$ cat config.mk
export PLATFORM = sky130hd
export DESIGN_NAME = bus_width_resize_flat
export DESIGN_NICKNAME = d
export VERILOG_FILES = /design/src/rtl/bus_width_resize_if.sv /design/src/rtl/bus_width_resize.sv /design/src/flat_wrapper.sv
export SDC_FILE = /design/constraint.sdc
export NUM_CORES = 1
export LEC_CHECK = 0
export ABC_AREA = 1
export BUFFER_PORTS_ARGS = -buffer_cell sky130_fd_sc_hd__buf_2
export CELL_PAD_IN_SITES_DETAIL_PLACEMENT = 1
export CELL_PAD_IN_SITES_GLOBAL_PLACEMENT = 2
export CORE_UTILIZATION = 29
export DETAILED_ROUTE_END_ITERATION = 16
export PLACE_DENSITY_LB_ADDON = 0.1
export SYNTH_ARGS = -nofsm -noshare
export SYNTH_HDL_FRONTEND = slang
export SYNTH_SLANG_ARGS = --single-unit
$ cat constraint.sdc
create_clock -name clk -period 1.8 [get_ports clk]
set_clock_uncertainty 0.15 [all_clocks]
set_input_delay 0.36 -clock clk [delete_from_list [all_inputs] [get_ports clk]]
set_output_delay 0.36 -clock clk [all_outputs]
set_load 0.03 [all_outputs]
$ cat src/rtl/bus_width_resize_if.sv
// Ready/valid bus carrying both sides of a width converter: the input stream and the resized output stream.
// The master side drives input data and output backpressure; the slave side is the converter.
interface bus_width_resize_if #(
   parameter int SIZE_IN  = 32,
   parameter int SIZE_OUT = 8
);
   localparam int KEEP_W = (SIZE_OUT > SIZE_IN) ? SIZE_OUT / SIZE_IN : 1;

   logic                input_valid;
   logic                input_ready;
   logic [SIZE_IN-1:0]  data_in;
   logic                input_last;
   logic                output_valid;
   logic                output_ready;
   logic [SIZE_OUT-1:0] data_out;
   logic                output_last;
   logic [KEEP_W-1:0]   output_keep;

   modport master (
      output input_valid, data_in, input_last, output_ready,
      input  input_ready, output_valid, data_out, output_last, output_keep
   );

   modport slave (
      input  input_valid, data_in, input_last, output_ready,
      output input_ready, output_valid, data_out, output_last, output_keep
   );
endinterface

$ cat src/rtl/bus_width_resize.sv
// Ready/valid width converter: serialises wide words into slices (downsize), packs narrow words
// into lanes with keep/last flush (upsize), or passes through a single register stage (equal).
module bus_width_resize #(
   parameter int SIZE_IN       = 32,
   parameter int SIZE_OUT      = 8,
   parameter bit LITTLE_ENDIAN = 1'b1
) (
   input logic              clk,
   input logic              rst,
   bus_width_resize_if.slave bus
);
   localparam int RATIO = (SIZE_IN > SIZE_OUT) ? SIZE_IN / SIZE_OUT : SIZE_OUT / SIZE_IN;
   localparam int PTR_W = (RATIO > 1) ? $clog2(RATIO) : 1;
   localparam logic [PTR_W-1:0] LAST_IDX = PTR_W'(RATIO - 1);

   genvar gi;

   generate
   if ((SIZE_IN % SIZE_OUT != 0) && (SIZE_OUT % SIZE_IN != 0)) begin : g_bad_ratio
      $error("bus_width_resize: SIZE_IN and SIZE_OUT must be multiples of one another");
   end

   if (SIZE_IN > SIZE_OUT) begin : g_down
      typedef enum logic {EMPTY, SERIAL} state_t;
      state_t              state_reg, state_next;
      logic [SIZE_IN-1:0]  word_reg, word_next;
      logic                last_reg, last_next;
      logic [PTR_W-1:0]    ptr_reg, ptr_next;
      logic                in_fire, out_fire;

      assign in_fire  = bus.input_valid && bus.input_ready;
      assign out_fire = bus.output_valid && bus.output_ready;

      always_ff @(posedge clk or posedge rst) begin
         if (rst) begin
            state_reg <= EMPTY;
            word_reg  <= '0;
            last_reg  <= 1'b0;
            ptr_reg   <= '0;
         end else begin
            state_reg <= state_next;
            word_reg  <= word_next;
            last_reg  <= last_next;
            ptr_reg   <= ptr_next;
         end
      end

      // The word register shifts so the current slice always sits at a fixed position.
      always_comb begin
         state_next = state_reg;
         word_next  = word_reg;
         last_next  = last_reg;
         ptr_next   = ptr_reg;
         case (state_reg)
            EMPTY: begin
               if (in_fire) begin
                  state_next = SERIAL;
                  word_next  = bus.data_in;
                  last_next  = bus.input_last;
                  ptr_next   = '0;
               end
            end
            SERIAL: begin
               if (out_fire) begin
                  if (ptr_reg == LAST_IDX) begin
                     if (in_fire) begin
                        word_next = bus.data_in;
                        last_next = bus.input_last;
                        ptr_next  = '0;
                     end else begin
                        state_next = EMPTY;
                     end
                  end else begin
                     ptr_next  = ptr_reg + 1'b1;
                     word_next = LITTLE_ENDIAN ? (word_reg >> SIZE_OUT) : (word_reg << SIZE_OUT);
                  end
               end
            end
            default: state_next = EMPTY;
         endcase
      end

      always_comb begin
         bus.output_valid = (state_reg == SERIAL);
         bus.output_last  = (state_reg == SERIAL) && last_reg && (ptr_reg == LAST_IDX);
         bus.input_ready  = !rst && ((state_reg == EMPTY) ||
                                     ((ptr_reg == LAST_IDX) && bus.output_ready));
         bus.output_keep  = '1;
         bus.data_out     = LITTLE_ENDIAN ? word_reg[SIZE_OUT-1:0] : word_reg[SIZE_IN-1 -: SIZE_OUT];
      end

   end else if (SIZE_IN < SIZE_OUT) begin : g_up
      logic [SIZE_OUT-1:0] acc_reg, acc_next, acc_with;
      logic [RATIO-1:0]    lanes_reg, lanes_next, lanes_with;
      logic [PTR_W-1:0]    cnt_reg, cnt_next, lane_sel;
      logic                pending_reg, pending_next;
      logic [SIZE_OUT-1:0] data_reg, data_next;
      logic [RATIO-1:0]    keep_reg, keep_next;
      logic                last_reg, last_next;
      logic                valid_reg, valid_next;
      logic                in_fire, out_free;

      assign in_fire  = bus.input_valid && bus.input_ready;
      assign out_free = !valid_reg || bus.output_ready;
      assign lane_sel = LITTLE_ENDIAN ? cnt_reg : (LAST_IDX - cnt_reg);

      for (gi = 0; gi < RATIO; gi++) begin : g_lane
         assign acc_with[gi*SIZE_IN +: SIZE_IN] = (lane_sel == PTR_W'(gi)) ?
                                                  bus.data_in : acc_reg[gi*SIZE_IN +: SIZE_IN];
         assign lanes_with[gi] = lanes_reg[gi] || (lane_sel == PTR_W'(gi));
      end

      always_ff @(posedge clk or posedge rst) begin
         if (rst) begin
            acc_reg     <= '0;
            lanes_reg   <= '0;
            cnt_reg     <= '0;
            pending_reg <= 1'b0;
            data_reg    <= '0;
            keep_reg    <= '0;
            last_reg    <= 1'b0;
            valid_reg   <= 1'b0;
         end else begin
            acc_reg     <= acc_next;
            lanes_reg   <= lanes_next;
            cnt_reg     <= cnt_next;
            pending_reg <= pending_next;
            data_reg    <= data_next;
            keep_reg    <= keep_next;
            last_reg    <= last_next;
            valid_reg   <= valid_next;
         end
      end

      // A short packet ending while the output is held parks in the accumulator (pending)
      // so ready never has to depend on input_valid/input_last.
      always_comb begin
         acc_next     = acc_reg;
         lanes_next   = lanes_reg;
         cnt_next     = cnt_reg;
         pending_next = pending_reg;
         data_next    = data_reg;
         keep_next    = keep_reg;
         last_next    = last_reg;
         valid_next   = valid_reg && !bus.output_ready;
         if (pending_reg) begin
            if (out_free) begin
               data_next    = acc_reg;
               keep_next    = lanes_reg;
               last_next    = 1'b1;
               valid_next   = 1'b1;
               acc_next     = '0;
               lanes_next   = '0;
               cnt_next     = '0;
               pending_next = 1'b0;
            end
         end else if (in_fire) begin
            if ((cnt_reg == LAST_IDX) || bus.input_last) begin
               if (out_free) begin
                  data_next  = acc_with;
                  keep_next  = lanes_with;
                  last_next  = bus.input_last;
                  valid_next = 1'b1;
                  acc_next   = '0;
                  lanes_next = '0;
                  cnt_next   = '0;
               end else begin
                  acc_next     = acc_with;
                  lanes_next   = lanes_with;
                  pending_next = 1'b1;
               end
            end else begin
               acc_next   = acc_with;
               lanes_next = lanes_with;
               cnt_next   = cnt_reg + 1'b1;
            end
         end
      end

      always_comb begin
         bus.output_valid = valid_reg;
         bus.data_out     = data_reg;
         bus.output_keep  = keep_reg;
         bus.output_last  = last_reg;
         bus.input_ready  = !rst && !pending_reg &&
                            (!valid_reg || bus.output_ready || (cnt_reg != LAST_IDX));
      end

   end else begin : g_equal
      logic [SIZE_IN-1:0] data_reg;
      logic               last_reg;
      logic               valid_reg;

      always_ff @(posedge clk or posedge rst) begin
         if (rst) begin
            data_reg  <= '0;
            last_reg  <= 1'b0;
            valid_reg <= 1'b0;
         end else if (bus.input_valid && bus.input_ready) begin
            data_reg  <= bus.data_in;
            last_reg  <= bus.input_last;
            valid_reg <= 1'b1;
         end else if (bus.output_ready) begin
            valid_reg <= 1'b0;
         end
      end

      always_comb begin
         bus.output_valid = valid_reg;
         bus.data_out     = data_reg;
         bus.output_last  = last_reg;
         bus.output_keep  = '1;
         bus.input_ready  = !rst && (!valid_reg || bus.output_ready);
      end
   end
   endgenerate
endmodule
$ cat src/flat_wrapper.sv
// flat-port wrapper written by rule: the top's interface ports become plain ports
module bus_width_resize_flat 
#(
   parameter int SIZE_IN       = 32,
   parameter int SIZE_OUT      = 8,
   parameter bit LITTLE_ENDIAN = 1'b1
)
  (clk, rst, bus_input_valid, bus_data_in, bus_input_last, bus_output_ready, bus_input_ready, bus_output_valid, bus_data_out, bus_output_last, bus_output_keep);
  bus_width_resize_if #(.SIZE_IN(SIZE_IN), .SIZE_OUT(SIZE_OUT)) bus_i ();
  input logic clk;
  input logic rst;
  input wire logic [$bits(bus_i.input_valid)-1:0] bus_input_valid;
  input wire logic [$bits(bus_i.data_in)-1:0] bus_data_in;
  input wire logic [$bits(bus_i.input_last)-1:0] bus_input_last;
  input wire logic [$bits(bus_i.output_ready)-1:0] bus_output_ready;
  output wire logic [$bits(bus_i.input_ready)-1:0] bus_input_ready;
  output wire logic [$bits(bus_i.output_valid)-1:0] bus_output_valid;
  output wire logic [$bits(bus_i.data_out)-1:0] bus_data_out;
  output wire logic [$bits(bus_i.output_last)-1:0] bus_output_last;
  output wire logic [$bits(bus_i.output_keep)-1:0] bus_output_keep;
  assign bus_i.input_valid = bus_input_valid;
  assign bus_i.data_in = bus_data_in;
  assign bus_i.input_last = bus_input_last;
  assign bus_i.output_ready = bus_output_ready;
  assign bus_input_ready = bus_i.input_ready;
  assign bus_output_valid = bus_i.output_valid;
  assign bus_data_out = bus_i.data_out;
  assign bus_output_last = bus_i.output_last;
  assign bus_output_keep = bus_i.output_keep;
  bus_width_resize #(.SIZE_IN(SIZE_IN), .SIZE_OUT(SIZE_OUT), .LITTLE_ENDIAN(LITTLE_ENDIAN)) u_core (.clk(clk), .rst(rst), .bus(bus_i));
endmodule
==> impl.org <==
** Status
- The run finished, with violations left.
- Violated checks :: DRC

** Synthesis
- Flip-flop and latch count after synthesis :: 36
- Synth area leaders :: sky130_fd_sc_hd__dfrtp_1, sky130_fd_sc_hd__nand2_1, sky130_fd_sc_hd__nand3_1
- Top-area cell type share of the netlist area :: 0.453
- Dividing the synthesized area by the synthesized cell count gives 7.23 um2.
- Cell type with the highest aggregate area in the netlist :: sky130_fd_sc_hd__dfrtp_1
- The cell count after synthesis came out at 275.
- Yosys Warn Count :: 0
- For this run, the register share of the synthesized area comes to 0.453.
- Total standard cell area after synthesis :: 1990 um2
- Synth unique cells :: 20
- Counting every net in the synthesized netlist gives 313.

** Flow run
- Max capacitance violation total :: 0

** Place
- The congestion estimate from routability-driven global placement came to 0.754.
- Post-Place Cell Area :: 2290 um2
- Worst slack, placed :: 0.0275 ns
- Total half-perimeter wirelength after legalization and detailed placement :: 3770 um
- After detailed placement, the design holds a cell count of 386.
- Port buffering added 47 buffers.

** STA
- Once routing completed, OpenROAD measured the worst setup slack at 0.0555 ns.
- For this run, the top clock speed supported by timing is 573 MHz.
- Adding up every negative setup slack in the final design gives 0 ns.
- Number of setup violations in the final report :: 0
- Final critical-path share of the clock period :: 0.969
- The final number of hold-violating endpoints was 0.
- The number of slew-limit violations in the final report is 0.
- The worst path needs 1.74 ns of the cycle, external delays included.

** CTS
- Buffers from clock root to sink, at most :: 2
- CTS tree :: done
- CTS H-tree depth :: 2
- The later pin in the worst-skew pair is clocked with a latency of 0.29 ns.
- Clk slew on worst S/H paths :: 0.08 ns
- Total clock buffers created by CTS :: 5
- Clock Sinks :: 36
- Root cell of the clock tree :: sky130_fd_sc_hd__clkbuf_8

** Global route
- Entering global routing, the biggest net connects 48 pins.
- The first global-routing pass estimated 9450 um of wire.
- In the global route stage, overall resource usage came out at 0.168.
- The number of global-route vias before repair was 1,903.
- Initial antenna violation count :: 0
- For this run the aggregate overflow at the end of global routing stands at 0.

** Layout
- Of the cells placed in the final design, the portion with a size suffix greater than 1 is 0.242.
- Synth-to-layout area growth :: 27.6%
- Fillers :: 823
- Count of nets after finishing :: 359
- 0 antenna diodes ended up in the layout.
- For this run, the share of the core covered by cells in the final layout is 0.391.
- Post-Layout Inst Area :: 2540 um2
- Final cell count without fillers :: 399
- Number of flip-flops in the largest register :: 32

** Route
- DRC violations left :: 4
- The routed design has 5520 um of wire.
- Detailed routing inserted a total of 1,870 vias.
- The detail route stage leaves a number of antenna-violating nets equal to 0.
- In the routed layout, each cell is associated on average with a via count of 4.69.
- Dividing the detail-routed wire length by the instance count gives 13.8 um.
- Count of routing violations after the opening detailed-route iteration :: 92
- Before antenna repair, the detailed router went through 11 iterations.

** Worst setup path
- STA classifies the critical path startpoint as a flip-flop.
- Startpoint of the worst register-to-register path :: u_core.g_down.ptr_reg[0]
- Critical path peak fanout :: 2
- Worst setup path endpoint :: bus_input_ready
- In this run the critical register-to-register path is captured at u_core.g_down.word_reg[15].
- Worst Path Arrival :: 1.23 ns
- STA classifies the critical path endpoint as a primary output.
- Critical path class :: reg2out
- Flop-to-flop setup slack :: 0.15 ns
- For the worst flop-to-flop path, the logic depth is 9.
- Startpoint of the most critical setup path :: u_core.g_down.ptr_reg[0]
- Critical Path RT :: 1.29 ns

** Floorplanning
- The die covers 7200 um2.
- Core Area :: 6490 um2
- The floorplan has 29 rows.
- Die boundary width :: 84.8 um
- I/O pin count :: 49
- Measured along the y axis, the die boundary spans 84.8 um.
- The initial utilization of the core area, before any placement, comes to 0.306.

** Pwr
- Portion of total power attributed to the clock network :: 0.233
- Internal power :: 2.59 mW
- Switching power total :: 1.75 mW
- Of the total power, the share spent switching nets is 0.402.
- Across the VDD grid, the largest voltage drop is 0.000485 V.
- The analysis attributes to cell leakage a power of 1.38 nW.
- Of the total power, registers draw 0.330.
- PwrDens :: 1710 nW/um2
- The share of total power dissipated in combinational logic is 0.437.

** Hold path
- The path class of the tightest hold or removal check is in2reg.
-- worst min-delay path by stage --
stage,start,endpoint,cells after the start
finish,bus_input_last,u_core.g_down.last_reg,3
global route,bus_data_in[1],u_core.g_down.word_reg[1],3
CTS,bus_input_last,u_core.g_down.last_reg,3
detailed placement,rst,u_core.bus.output_valid,3
global placement,u_core.g_down.word_reg[4],u_core.g_down.word_reg[4],2
floorplan,u_core.g_down.ptr_reg[1],u_core.g_down.ptr_reg[1],2
-- area by class of cell --
cell class	instances	area (um2)	area share
clock inverters	3	90.1	0.0355
repair buffers	64	420	0.166
well taps	77	96.3	0.0379
flip-flops and latches	36	901	0.355
multi-input cells	190	872	0.344
inverters	24	90.1	0.0355
clock buffers	5	68.8	0.0271
-- layout by cell type (no fill, tap or decap), types with 2 or more instances in the layout --
| master | Yosys | routed |
|---|---|---|
| sky130_fd_sc_hd__inv_1 | 23 | 22 |
| sky130_fd_sc_hd__o21ai_1 | 8 | 8 |
| sky130_fd_sc_hd__nand2_2 | 1 | 2 |
| sky130_fd_sc_hd__bufinv_16 | 0 | 3 |
| sky130_fd_sc_hd__nand4_1 | 11 | 11 |
| sky130_fd_sc_hd__buf_6 | 2 | 2 |
| sky130_fd_sc_hd__buf_4 | 12 | 12 |
| sky130_fd_sc_hd__nand2_1 | 105 | 103 |
| sky130_fd_sc_hd__clkbuf_8 | 0 | 5 |
| sky130_fd_sc_hd__o21ai_0 | 11 | 11 |
| sky130_fd_sc_hd__buf_2 | 6 | 46 |
| sky130_fd_sc_hd__nor2_1 | 9 | 9 |
| sky130_fd_sc_hd__buf_12 | 0 | 2 |
| sky130_fd_sc_hd__nand3_1 | 40 | 39 |
| sky130_fd_sc_hd__dfrtp_1 | 36 | 36 |
-- Yosys cell counts --
| cell | number |
|---|---|
| sky130_fd_sc_hd__buf_1 | 1 |
| sky130_fd_sc_hd__buf_6 | 2 |
| sky130_fd_sc_hd__xor2_1 | 1 |
| sky130_fd_sc_hd__nand2_2 | 1 |
| sky130_fd_sc_hd__clkbuf_1 | 4 |
| sky130_fd_sc_hd__nand3_1 | 40 |
| sky130_fd_sc_hd__dfrtp_1 | 36 |
| sky130_fd_sc_hd__a21oi_2 | 1 |
| sky130_fd_sc_hd__inv_1 | 23 |
| sky130_fd_sc_hd__ha_1 | 1 |
| sky130_fd_sc_hd__clkinv_1 | 1 |
| sky130_fd_sc_hd__nor2_1 | 9 |
| sky130_fd_sc_hd__o21ai_1 | 8 |
| sky130_fd_sc_hd__buf_2 | 6 |
| sky130_fd_sc_hd__o21ai_0 | 11 |
| sky130_fd_sc_hd__conb_1 | 1 |
| sky130_fd_sc_hd__nand2_1 | 105 |
| sky130_fd_sc_hd__nand4_1 | 11 |
| sky130_fd_sc_hd__buf_4 | 12 |
| sky130_fd_sc_hd__a21oi_1 | 1 |
-- layer usage --
metal,vias up,share of wire,track usage,routed length [um]
met5,-,0,0,0
li1,962,-,-,-
met1,868,0.49,0.226,2700
met4,0,0.013,0.0647,74
met3,5,0.032,0.0253,174
met2,35,0.47,0.275,2570
-- critical path, cell delays in order, from the launching register on --
cell and delay, ns:
sky130_fd_sc_hd__dfrtp_1 0.40, sky130_fd_sc_hd__ha_4 0.16, sky130_fd_sc_hd__nand2_2 0.07, sky130_fd_sc_hd__a21oi_4 0.16, sky130_fd_sc_hd__buf_6 0.15
-- power groups by stage --
stage / Combinational [mW] / Clock, mW / Sequential [mW]
after floorplan: 1.40 / 0 / 1.39
after global placement: 1.80 / 0 / 1.44
after detailed placement: 1.83 / 0 / 1.44
after CTS: 1.88 / 1.04 / 1.43
after global routing: 2.18 / 1.07 / 1.49
final: 1.90 / 1.01 / 1.43
-- metrics by stage --
| step | hold slack [ns] | total power, mW |
|---|---|---|
| CTS | 0.138 | 4.36 |
| detailed placement | 0.313 | 3.27 |
| floorplan | 0.296 | 2.79 |
| finish | 0.149 | 4.34 |
| global placement | 0.311 | 3.23 |
| global route | 0.172 | 4.73 |
-- kinds of logic (layout without fill, tap and decap cells) --
group	after synthesis	count (layout)	synth area share
AOI/OAI and AO/OA	21	21	0.0547
and+or+nand+nor	166	166	0.353
other	1	1	0.00188
DFF	36	36	0.453
buffers and inverters	49	96	0.126
xor gates and xnor gates	1	1	0.00440
adders and majority gates	1	1	0.00629
-- repair_timing --
| item | CTS | global route |
|---|---|---|
| buffers inserted | 2 | 1 |
| resized for setup | 5 | 6 |
| pin swaps | 3 | 1 |
| hold buffers | 1 | 0 |
| cloned | 0 | 1 |
| endpoints found under the setup margin | 6 | 17 |
| endpoints found under the hold margin | 22 | 0 |
Note: power is estimated with default switching activity, not from simulation.
